$ cat src/rtl/tic_tac_toe_nk_if.sv
// Pushbutton/LED side of the NxN game engine: button inputs, turn/result
// flags, per-cell mark LEDs and per-player score counters.
interface tic_tac_toe_nk_if #(
  parameter int N       = 3,
  parameter int SCORE_W = 4
);
  logic [N*N-1:0]     btn;
  logic               new_game;
  logic               p1_turn;
  logic               p2_turn;
  logic               p1_win;
  logic               p2_win;
  logic               grid_full;
  logic [N*N-1:0]     cell_p1;
  logic [N*N-1:0]     cell_p2;
  logic [SCORE_W-1:0] p1_score;
  logic [SCORE_W-1:0] p2_score;

  modport master (
    output btn, new_game,
    input  p1_turn, p2_turn, p1_win, p2_win, grid_full,
    input  cell_p1, cell_p2, p1_score, p2_score
  );

  modport slave (
    input  btn, new_game,
    output p1_turn, p2_turn, p1_win, p2_win, grid_full,
    output cell_p1, cell_p2, p1_score, p2_score
  );
endinterface

$ cat src/rtl/tic_tac_toe_nk.sv
// NxN, K-in-a-row two-player game engine with synchronised, edge-detected
// buttons, new_game restart with alternating starter and saturating scores.
module tic_tac_toe_nk #(
  parameter int N       = 3,
  parameter int K       = 3,
  parameter int SCORE_W = 4
) (
  input  logic             clk,
  input  logic             reset,
  tic_tac_toe_nk_if.slave  bus
);

  localparam int CELLS = N * N;

  typedef enum logic [2:0] {
    P1_MOVE, P2_MOVE, CHECK, P1_WON, P2_WON, DRAW
  } state_t;

  state_t             state, state_nx;
  logic [CELLS-1:0]   btn_s1, btn_s2, press;
  logic               ng_s1, ng_s2, ng_press;
  logic [CELLS-1:0]   cell_p1, cell_p2, cell_p1_nx, cell_p2_nx, occupied;
  logic               starter_p2, starter_p2_nx, mover_p2, mover_p2_nx;
  logic               p1_win, p2_win, grid_full;
  logic               p1_win_nx, p2_win_nx, grid_full_nx;
  logic [SCORE_W-1:0] p1_score, p2_score, p1_score_nx, p2_score_nx;
  logic               one_hot, line_p1, line_p2, mover_line;

  // Scans every window of K cells along rows, columns and both diagonals.
  // Indices are reduced modulo CELLS so disabled windows never read out of range.
  function automatic logic has_line(input logic [CELLS-1:0] m);
    logic             hit, run_r, run_c, run_d, run_a;
    logic [CELLS-1:0] sh;
    hit = 1'b0;
    for (int r = 0; r < N; r++) begin
      for (int c = 0; c < N; c++) begin
        run_r = (c + K <= N);
        run_c = (r + K <= N);
        run_d = run_r && run_c;
        run_a = run_c && (c >= K - 1);
        for (int i = 0; i < K; i++) begin
          sh = m >> ((r * N + c + i) % CELLS);
          run_r = run_r & sh[0];
          sh = m >> (((r + i) * N + c) % CELLS);
          run_c = run_c & sh[0];
          sh = m >> (((r + i) * N + c + i) % CELLS);
          run_d = run_d & sh[0];
          sh = m >> (((r + i) * N + c - i) % CELLS);
          run_a = run_a & sh[0];
        end
        hit = hit | run_r | run_c | run_d | run_a;
      end
    end
    return hit;
  endfunction

  function automatic logic [SCORE_W-1:0] sat_inc(input logic [SCORE_W-1:0] s);
    return (s == '1) ? s : s + SCORE_W'(1);
  endfunction

  assign press      = btn_s1 & ~btn_s2;
  assign ng_press   = ng_s1 & ~ng_s2;
  assign occupied   = cell_p1 | cell_p2;
  assign one_hot    = (press != '0) && ((press & (press - CELLS'(1))) == '0);
  assign line_p1    = has_line(cell_p1);
  assign line_p2    = has_line(cell_p2);
  assign mover_line = mover_p2 ? line_p2 : line_p1;

  always_comb begin
    state_nx      = state;
    cell_p1_nx    = cell_p1;
    cell_p2_nx    = cell_p2;
    starter_p2_nx = starter_p2;
    mover_p2_nx   = mover_p2;
    p1_win_nx     = p1_win;
    p2_win_nx     = p2_win;
    grid_full_nx  = grid_full;
    p1_score_nx   = p1_score;
    p2_score_nx   = p2_score;
    // A restart overrides whatever move may have arrived on the same edge.
    if (ng_press) begin
      cell_p1_nx    = '0;
      cell_p2_nx    = '0;
      p1_win_nx     = 1'b0;
      p2_win_nx     = 1'b0;
      grid_full_nx  = 1'b0;
      starter_p2_nx = ~starter_p2;
      state_nx      = starter_p2 ? P1_MOVE : P2_MOVE;
    end else begin
      case (state)
        P1_MOVE, P2_MOVE: begin
          if (one_hot && ((press & occupied) == '0)) begin
            if (state == P1_MOVE) cell_p1_nx = cell_p1 | press;
            else                  cell_p2_nx = cell_p2 | press;
            mover_p2_nx = (state == P2_MOVE);
            state_nx    = CHECK;
          end
        end
        CHECK: begin
          if (mover_line) begin
            if (mover_p2) begin
              p2_win_nx   = 1'b1;
              p2_score_nx = sat_inc(p2_score);
              state_nx    = P2_WON;
            end else begin
              p1_win_nx   = 1'b1;
              p1_score_nx = sat_inc(p1_score);
              state_nx    = P1_WON;
            end
          end else if (&occupied) begin
            grid_full_nx = 1'b1;
            state_nx     = DRAW;
          end else begin
            state_nx = mover_p2 ? P1_MOVE : P2_MOVE;
          end
        end
        default: ;
      endcase
    end
  end

  always_ff @(posedge clk or negedge reset) begin
    if (!reset) begin
      btn_s1     <= '0;
      btn_s2     <= '0;
      ng_s1      <= 1'b0;
      ng_s2      <= 1'b0;
      state      <= P1_MOVE;
      cell_p1    <= '0;
      cell_p2    <= '0;
      starter_p2 <= 1'b0;
      mover_p2   <= 1'b0;
      p1_win     <= 1'b0;
      p2_win     <= 1'b0;
      grid_full  <= 1'b0;
      p1_score   <= '0;
      p2_score   <= '0;
    end else begin
      btn_s1     <= bus.btn;
      btn_s2     <= btn_s1;
      ng_s1      <= bus.new_game;
      ng_s2      <= ng_s1;
      state      <= state_nx;
      cell_p1    <= cell_p1_nx;
      cell_p2    <= cell_p2_nx;
      starter_p2 <= starter_p2_nx;
      mover_p2   <= mover_p2_nx;
      p1_win     <= p1_win_nx;
      p2_win     <= p2_win_nx;
      grid_full  <= grid_full_nx;
      p1_score   <= p1_score_nx;
      p2_score   <= p2_score_nx;
    end
  end

  assign bus.p1_turn   = (state == P1_MOVE);
  assign bus.p2_turn   = (state == P2_MOVE);
  assign bus.p1_win    = p1_win;
  assign bus.p2_win    = p2_win;
  assign bus.grid_full = grid_full;
  assign bus.cell_p1   = cell_p1;
  assign bus.cell_p2   = cell_p2;
  assign bus.p1_score  = p1_score;
  assign bus.p2_score  = p2_score;

endmodule

$ cat src/flat_wrapper.sv
// flat-port wrapper written by rule: the top's interface ports become plain ports
module tic_tac_toe_nk_flat 
#(
  parameter int N       = 3,
  parameter int K       = 3,
  parameter int SCORE_W = 4
)
  (clk, reset, bus_btn, bus_new_game, bus_p1_turn, bus_p2_turn, bus_p1_win, bus_p2_win, bus_grid_full, bus_cell_p1, bus_cell_p2, bus_p1_score, bus_p2_score);
  tic_tac_toe_nk_if #(.N(N), .SCORE_W(SCORE_W)) bus_i ();
  input  logic clk;
  input  logic reset;
  input wire logic [$bits(bus_i.btn)-1:0] bus_btn;
  input wire logic [$bits(bus_i.new_game)-1:0] bus_new_game;
  output wire logic [$bits(bus_i.p1_turn)-1:0] bus_p1_turn;
  output wire logic [$bits(bus_i.p2_turn)-1:0] bus_p2_turn;
  output wire logic [$bits(bus_i.p1_win)-1:0] bus_p1_win;
  output wire logic [$bits(bus_i.p2_win)-1:0] bus_p2_win;
  output wire logic [$bits(bus_i.grid_full)-1:0] bus_grid_full;
  output wire logic [$bits(bus_i.cell_p1)-1:0] bus_cell_p1;
  output wire logic [$bits(bus_i.cell_p2)-1:0] bus_cell_p2;
  output wire logic [$bits(bus_i.p1_score)-1:0] bus_p1_score;
  output wire logic [$bits(bus_i.p2_score)-1:0] bus_p2_score;
  assign bus_i.btn = bus_btn;
  assign bus_i.new_game = bus_new_game;
  assign bus_p1_turn = bus_i.p1_turn;
  assign bus_p2_turn = bus_i.p2_turn;
  assign bus_p1_win = bus_i.p1_win;
  assign bus_p2_win = bus_i.p2_win;
  assign bus_grid_full = bus_i.grid_full;
  assign bus_cell_p1 = bus_i.cell_p1;
  assign bus_cell_p2 = bus_i.cell_p2;
  assign bus_p1_score = bus_i.p1_score;
  assign bus_p2_score = bus_i.p2_score;
  tic_tac_toe_nk #(.N(N), .K(K), .SCORE_W(SCORE_W)) u_core (.clk(clk), .reset(reset), .bus(bus_i));
endmodule
$ cat config.mk
export PLATFORM = sky130hd
export DESIGN_NAME = tic_tac_toe_nk_flat
export DESIGN_NICKNAME = d
export VERILOG_FILES = /design/src/rtl/tic_tac_toe_nk_if.sv /design/src/rtl/tic_tac_toe_nk.sv /design/src/flat_wrapper.sv
export SDC_FILE = /design/constraint.sdc
export NUM_CORES = 1
export LEC_CHECK = 0
export CORE_MARGIN = 5
export CORE_UTILIZATION = 47
export DETAILED_ROUTE_END_ITERATION = 8
export PLACE_DENSITY = 0.76
export REMOVE_ABC_BUFFERS = 1
export SYNTH_ARGS = -nofsm -noshare
export SYNTH_HDL_FRONTEND = slang
export SYNTH_SLANG_ARGS = --single-unit
$ cat constraint.sdc
create_clock -name clk -period 1.9 [get_ports clk]
set_input_delay 0.38 -clock clk [delete_from_list [all_inputs] [get_ports clk]]
set_output_delay 0.38 -clock clk [all_outputs]
set_load 0.01 [all_outputs]
==> results of run 1 <==
[timing repair]
| action | 4_1_cts | 5_1_grt |
|---|---|---|
| pin swaps | 9 | 10 |
| setup endpoints to repair | 32 | 30 |
| buffers inserted | 5 | 5 |
| resized for setup | 30 | 21 |
| cloned | 1 | 0 |
[per-stage QoR]
step	setup slack [ps]	total power, mW	cells
after CTS	-57.69	3.205	372
after global routing	-173.1	3.458	377
after floorplan	-160.1	1.887	200
after detailed placement	-169.0	2.484	358
after global placement	-155.9	2.457	358
final	-72.07	3.294	377
[flip-flops by register name, summed over array words and instances (netlist names)]
register and flops:
u_core.btn_s1 9, u_core.bus.p2_score 4, u_core.btn_s2 9, u_core.bus.grid_full 1
u_core.bus.cell_p1 9, u_core.ng_s2 1, u_core.ng_s1 1, u_core.state 3
u_core.mover_p2 1, u_core.bus.cell_p2 9, u_core.bus.p1_win 1, u_core.bus.p1_score 4
u_core.bus.p2_win 1, u_core.starter_p2 1
[cell type report]
| cell class | instances | area [um^2] |
|---|---|---|
| Multi-Input combinational cell | 147 | 1210 |
| Tap cell | 70 | 87.58 |
| Clock inverter | 3 | 25.02 |
| Timing Repair Buffer | 98 | 874.6 |
| Sequential cell | 54 | 1356 |
| Fill cell | 365 | 1453 |
| Clock buffer | 5 | 68.82 |
[kinds of logic (layout without fill, tap and decap cells)]
group                      count (synthesis)  after routing  share of synthesized area [%]
muxes                                      4              4                          2.011
and+or+nand+nor                           81             82                          17.23
adders and majority gates                  2              2                          1.031
xor gates and xnor gates                   3              3                          1.083
DFF                                       54             54                          55.70
AOI/OAI and AO/OA                         56             56                          20.58
buffers and inverters                     11            106                          2.372
[routing by layer]
metal	vias up	wire [um]	track usage (%)
met5	-	0	0
li1	978	-	-
met2	83	3397	35.70
met3	12	387	3.618
met4	0	142	8.804
met1	1075	2724	26.83
[cell usage after synthesis (4+ instances only)]
| master | n |
|---|---|
| clkbuf_1 | 7 |
| a21oi_1 | 7 |
| a32o_1 | 8 |
| nor2_1 | 21 |
| o22ai_1 | 4 |
| nor3_1 | 5 |
| nand3_1 | 7 |
| dfrtp_1 | 54 |
| nand4_1 | 5 |
| a22o_1 | 9 |
| nand2_1 | 16 |
| o41ai_2 | 8 |
| nand2b_1 | 10 |
[worst paths after layout]
path | start | cells past startpoint | end
setup / recovery | u_core.bus.cell_p2[6] | 6 | u_core.state[2]
hold / removal | reset | 1 | u_core.btn_s1[1]
setup reg to reg | u_core.bus.cell_p2[6] | 6 | u_core.state[2]
hold reg to reg | u_core.btn_s1[7] | 0 | u_core.btn_s2[7]
max in group asynchronous | reset | 2 | u_core.bus.cell_p1[3]
min in group clk | u_core.btn_s1[7] | 0 | u_core.btn_s2[7]
[power groups by stage]
stage	Combinational [mW]	Clock, mW	Sequential (mW)
finish	1.16	0.668	1.47
global route	1.25	0.725	1.49
CTS	1.08	0.676	1.45
detailed placement	1.02	0	1.46
global placement	1.00	0	1.45
floorplan	0.363	0	1.52
[critical path: stages, from the launching register on]
cell and delay, ps:
dfrtp_2 440, buf_6 120, nor2_2 30, or4_1 510, or4_4 460, a211oi_4 250, a211o_1 120
==> impl_results.md, run 1 <==
- Overall Global Routing Usage: 21.16%
- Wire length of the first global-routing pass: 10.53 mm
- Required time at the worst-slack endpoint: roughly 2200 ps
- Number of max-capacitance violations reported: 0
- Setup repair after global routing missed its margin: yes
- Initial antenna violation count: 0
- Summed negative setup slack over all endpoints: -434.6 ps
- Cell type with the highest aggregate area in the netlist: dfrtp_1
- Pwr/cell area: a little over 900 mW/mm^2
- Cell area after layout: around 0.0036 mm^2
- CP Class: reg -> reg
- Number of design rule violations left after detail routing: 0
- Effective utilization at floorplan: 47.81%
- Share of Yosys cell area claimed by the top area cell type: roughly 56%
- CTS Buffer Depth: 2
- Final Max Tran Viols: 0
- Number of placement rows: 26
- Detailed-route vias per instance: 5.698
- Clock Pin Slew Worst Setup and Hold Paths: 110 ps
- Combinational cell fraction of total power: a little over a third
- Number of different library cells in the post-synthesis netlist: 44
- Final design utilization: 71.38%
- Ys flop type: dfrtp_1
- Worst max-slew margin expressed relative to the limit: between 60 and 70%
- Setup skew after layout: 11.43 ps
- Number of top-level pins: 43
- Peak supply drop: 696.4 uV
- Aggregate routed wire length: 6.651 mm
- Maximum clock frequency: 507.1 MHz
- Most frequent standard cell in the layout excluding fill and tap cells: buf_4
- Type of element launching the critical path: register
- Endpoint class of the critical path: register
- Number of antenna diodes: 0
- Worst endpoint data arrival time: approximately 2200 ps
- H-tree levels: 2
- Area added between synthesis and finish: 49.30%
- Final setup margin: -72.07 ps
- Sequential area share after synthesis: a little under three fifths
- Async SR Flop Fraction: 100.0%
- Yosys warns: 0
- Most frequent cells in the layout: buf_4, dfrtp_1, clkdlybuf4s50_1, nor2_1, nand2_1
- Total count of hold-check failures in the final report: 0
- Antenna violation net count after detailed routing: 0
- Mapped Avg Cell Area: 11.50 um^2
- Flop-to-flop setup slack: -70 ps
- Detailed-routing iteration count for the pre-antenna-repair pass: 4
- Leakage dissipation: 1.696 nW
- Number of hold-repair buffers added at the cts stage: 0
- Violated checks: setup timing
- Internal power summed over all cells: between 2 and 2.5 mW
- Synth Register Bits: 54
- Transition time of the tightest slew-check pin: 469.4 ps
- Width of the die: 81.85 um
- Buffer cell driving the clock tree root: clkbuf_8
- HPWL reported at the end of detailed placement: 4.593 mm
- Clock network latency to the later pin of the worst-skew pair: between 300 and 400 ps
- Final setup viols: 9
- Share of power burned in the clock network: 20.3%
- Via count of the first global-routing pass: 2107
- Number of input and output port buffers inserted: 42
- Switching power as a share of total power: 34.76%
- Final critical-path share of the clock period: 103.8%
- Total standard cell area after synthesis: 0.002426 mm^2
- Worst hold-check path type: in -> async
- CTS tree: done
- Initial detailed-routing violation count: 166
- Area of the core: 0.005075 mm^2
- Worst Hold Slack: 2.714 ps
- Total CTS buffers: 5
- Final critical path time including I/O delays and setup: 1972 ps
- Dpl cell area: ~0.0032 mm^2
- P_sw: around 1.1 mW
- Routed wirelength normalized by instance count: 17.64 um
- Total congestion overflow after global routing: 0
- Die extent in y: 81.85 um
- Fraction of final layout cells with drive strength greater than 1: ~36%
- Vias after detailed routing: 2148
- Dominant cells by area after synthesis: dfrtp_1, o41ai_2, a32o_1, a22o_1, nor2_1
- Share of total power in sequential cells: 44.6%
- Synthesized netlist cell count: 211
- Run status: finished with violations
- Sinks on Clock Net: 54
- Count of flip-flops with a built-in enable after synthesis: 0
- Pin count of the biggest net entering global routing: 37
- Die area: 0.006699 mm^2
- Final layout net count: 320
- Highest fanout seen on the critical path: 6
- Global placer's final weighted congestion: 0.9302
Power figures use the tool's default switching activity.
==> inputs of run 2 (changes only) <==
--- a/config.mk
+++ b/config.mk
@@ -6,9 +6,10 @@
 export NUM_CORES = 1
 export LEC_CHECK = 0
 export CORE_MARGIN = 5
-export CORE_UTILIZATION = 47
+export CORE_UTILIZATION = 55
+export CTS_CLUSTER_SIZE = 24
 export DETAILED_ROUTE_END_ITERATION = 8
-export PLACE_DENSITY = 0.76
+export PLACE_DENSITY = 0.84
 export REMOVE_ABC_BUFFERS = 1
 export SYNTH_ARGS = -nofsm -noshare
 export SYNTH_HDL_FRONTEND = slang
==> constraint.sdc (replaced) <==
create_clock -name clk -period 2.3 [get_ports clk]
set_input_delay 0.46 -clock clk [delete_from_list [all_inputs] [get_ports clk]]
set_output_delay 0.46 -clock clk [all_outputs]
set_load 0.01 [all_outputs]
==> run 2 against run 1 <==
The flow now finishes without violations. Clock power down 4.0%. Final area decreased by 16%. Maximum frequency decreased by 8.8%. Clock-buffer cell count increased by 1. Largest power group unchanged.
==> impl_results.md, run 2 (synthesis gave the netlist of run 1 again) <==
- Cell repeated most along the worst path: a22o_1
- Final setup viols: 0 (-9)
- Setup skew after layout: 11.32 ps (-0.1150 ps)
- Pwr/cell area: 840.4 mW/mm^2 (-7.6%)
- Maximum clock frequency: 462.6 MHz (-8.8%)
- Post-cts resize count: 0 (-100%)
- Clock Pin Slew Worst Setup and Hold Paths: 90 ps (-20 ps)
- Initial detailed-routing violation count: 255 (+54%)
- Busiest layer in global routing: met2
- Number of input and output port buffers inserted: 42 (unchanged)
- HPWL reported at the end of detailed placement: 3.891 mm (-15%)
- Vias after detailed routing: 1964 (-8.6%)
- Total count of hold-check failures in the final report: 0 (unchanged)
- Number of top-level pins: 43 (unchanged)
- Leakage dissipation: 1.332 nW (-21%)
- Buffer and inverter count on the worst path: 0 (-1)
- Detailed-route vias per instance: 6.377 (+12%)
- Endpoint class of the critical path: register
- Slowest Stage Delay on Critical Path: 460 ps (-50 ps)
- Global-route track usage on met3: 4.846% (+1.2 points)
- Cell family with most CP delay: compound AO/OA/AOI/OAI gates
- Setup repair after global routing missed its margin: no
- Final layout net count: 270 (-16%)
- Area added between synthesis and finish: 24.75%
- Peak supply drop: 455.8 uV (-35%)
- Transition time of the tightest slew-check pin: 591.8 ps (+122.4 ps)
- Number of design rule violations left after detail routing: 0 (unchanged)
- Met2 global-route usage: 30.99% (-4.7 points)
- Final Max Tran Viols: 0 (unchanged)
- Antenna violation net count after detailed routing: 0 (unchanged)
- Highest fanout seen on the critical path: 6 (unchanged)
- Worst hold-check path type: in -> async
- Summed negative setup slack over all endpoints: 0 ps (+434.6 ps)
- Aggregate routed wire length: 5.571 mm (-16%)
- Initial antenna violation count: 0 (unchanged)
- Sinks on Clock Net: 54 (unchanged)
- CP Class: reg -> reg
- Via count of the first global-routing pass: 1870 (-11%)
- Ordered cell list for the critical path: a22o_1 > a22o_1 > a221oi_1 > nor3_1 > and2_4 > mux2_4
- Total congestion overflow after global routing: 0 (unchanged)
- Overall Global Routing Usage: 19.79% (-1.4 points)
- Final design utilization: 69.99% (-1.4 points)
- Run status: finished, final reports clean
- Pin count of the biggest net entering global routing: 31 (-16%)
- Met1 routing resource usage after global routing: 27.75% (+0.92 points)
- Final critical path time including I/O delays and setup: 2162 ps (+189.9 ps)
- Total CTS buffers: 5 (unchanged)
- Routed wirelength normalized by instance count: 18.09 um (+2.5%)
- Most frequent standard cell in the layout excluding fill and tap cells: dfrtp_1
- Fraction of final layout cells with drive strength greater than 1: 13.28% (-23 points)
- Die area: 0.005839 mm^2 (-13%)
- Die extent in y: 76.42 um (-6.6%)
- Area of the core: 0.004324 mm^2 (-15%)
- Number of placement rows: 24 (-7.7%)
- Required time at the worst-slack endpoint: 2490 ps (+330 ps)
- Number of max-capacitance violations reported: 0 (unchanged)
- Worst max-slew margin expressed relative to the limit: 60.55% (-8.2 points)
- Worst endpoint data arrival time: 2350 ps (+110 ps)
- Number of antenna diodes: 0 (unchanged)
- Clock network latency to the later pin of the worst-skew pair: 310 ps (about the same)
- Most frequent cells in the layout: dfrtp_1, clkdlybuf4s50_1, nor2_1, nand2_1, nand2b_1
- Wire length of the first global-routing pass: 9.439 mm (-10%)
- Buffer cell driving the clock tree root: clkbuf_8
- # Post-CTS Setup Buffers: 0 (-5)
- Cell with the largest stage delay on the worst path: dfrtp_1
- Detailed-routing iteration count for the pre-antenna-repair pass: 5 (+1)
- CTS Buffer Depth: 2 (unchanged)
- Effective utilization at floorplan: 56.11% (+8.3 points)
- Final critical-path share of the clock period: 94.00% (-9.8 points)
- Number of hold-repair buffers added at the cts stage: 0 (unchanged)
- Width of the die: 76.42 um (-6.6%)
- Type of element launching the critical path: register
- H-tree levels: 2 (unchanged)
- Global placer's final weighted congestion: 0.8752 (-5.9%)
- CTS tree: done
-- run 2: cell count changes in the layout (fill, tap and decap cells not counted), moves of 3 or more --
cell             previous run  this run
buf_4                      51         6
nand2b_4                    6         0
dfrtp_1                    50        54
nor2_2                      4         1
dfrtp_2                     4         0
nor2_1                     16        21
nand2b_1                    6        10
buf_6                       3         0
clkdlybuf4s50_1            37        41
-- run 2: per-stage QoR --
| step | total power [mW] | cell area, um^2 | worst slack [ps] | std cells | hold WS, ps |
|---|---|---|---|---|---|
| after floorplan | 1.559 | 2369 | 239.9 | 200 | 164.4 |
| after global placement | 1.899 | 2914 | 211.6 | 301 | 354.6 |
| after detailed placement | 1.913 | 2914 | 156.0 | 301 | 361.2 |
| after CTS | 2.554 | 3027 | 141.4 | 308 | 170.4 |
| after global routing | 2.688 | 3027 | 21.35 | 308 | 185.9 |
| final | 2.544 | 3027 | 138.1 | 308 | 144.7 |
-- run 2: worst reg2reg max path, cell delays in order, from the launching register on --
cell      delay [ps]
dfrtp_1          460
a22o_1           260
a22o_1           220
a221oi_1         430
nor3_1           200
and2_4           200
mux2_4           290
-- run 2: layout make-up --
class                      instances  area (um^2)
sequential                        54         1351
clock inverter                     1        30.03
multi-input combinational        146         1017
fill                             336         1297
tap                               52        65.06
timing repair buffer              49        480.5
clock buffer                       6        82.58
-- run 2: where the power goes --
group          internal, mW  switching, mW  leakage (nW)
combinational         0.332          0.361         0.577
sequential             1.07          0.145         0.697
clock                 0.348          0.292        0.0573
-- run 2: worst paths after layout --
check,start,cells after the start,endpoint,slack (ps)
setup / recovery,u_core.bus.cell_p1[6],6,u_core.bus.p1_score[1],140
hold / removal,reset,1,u_core.btn_s1[1],140
setup reg to reg,u_core.bus.cell_p1[6],6,u_core.bus.p1_score[1],140
hold reg to reg,u_core.btn_s1[0],0,u_core.btn_s2[0],380
max in group asynchronous,reset,2,u_core.state[1],1590
min in group clk,u_core.btn_s1[0],0,u_core.btn_s2[0],380
-- run 2: routing by layer --
metal / share of wire, % / vias up
met5: 0 / -
met4: 1.5 / 0
met3: 7.6 / 12
met2: 48 / 92
met1: 43 / 979
li1: - / 881
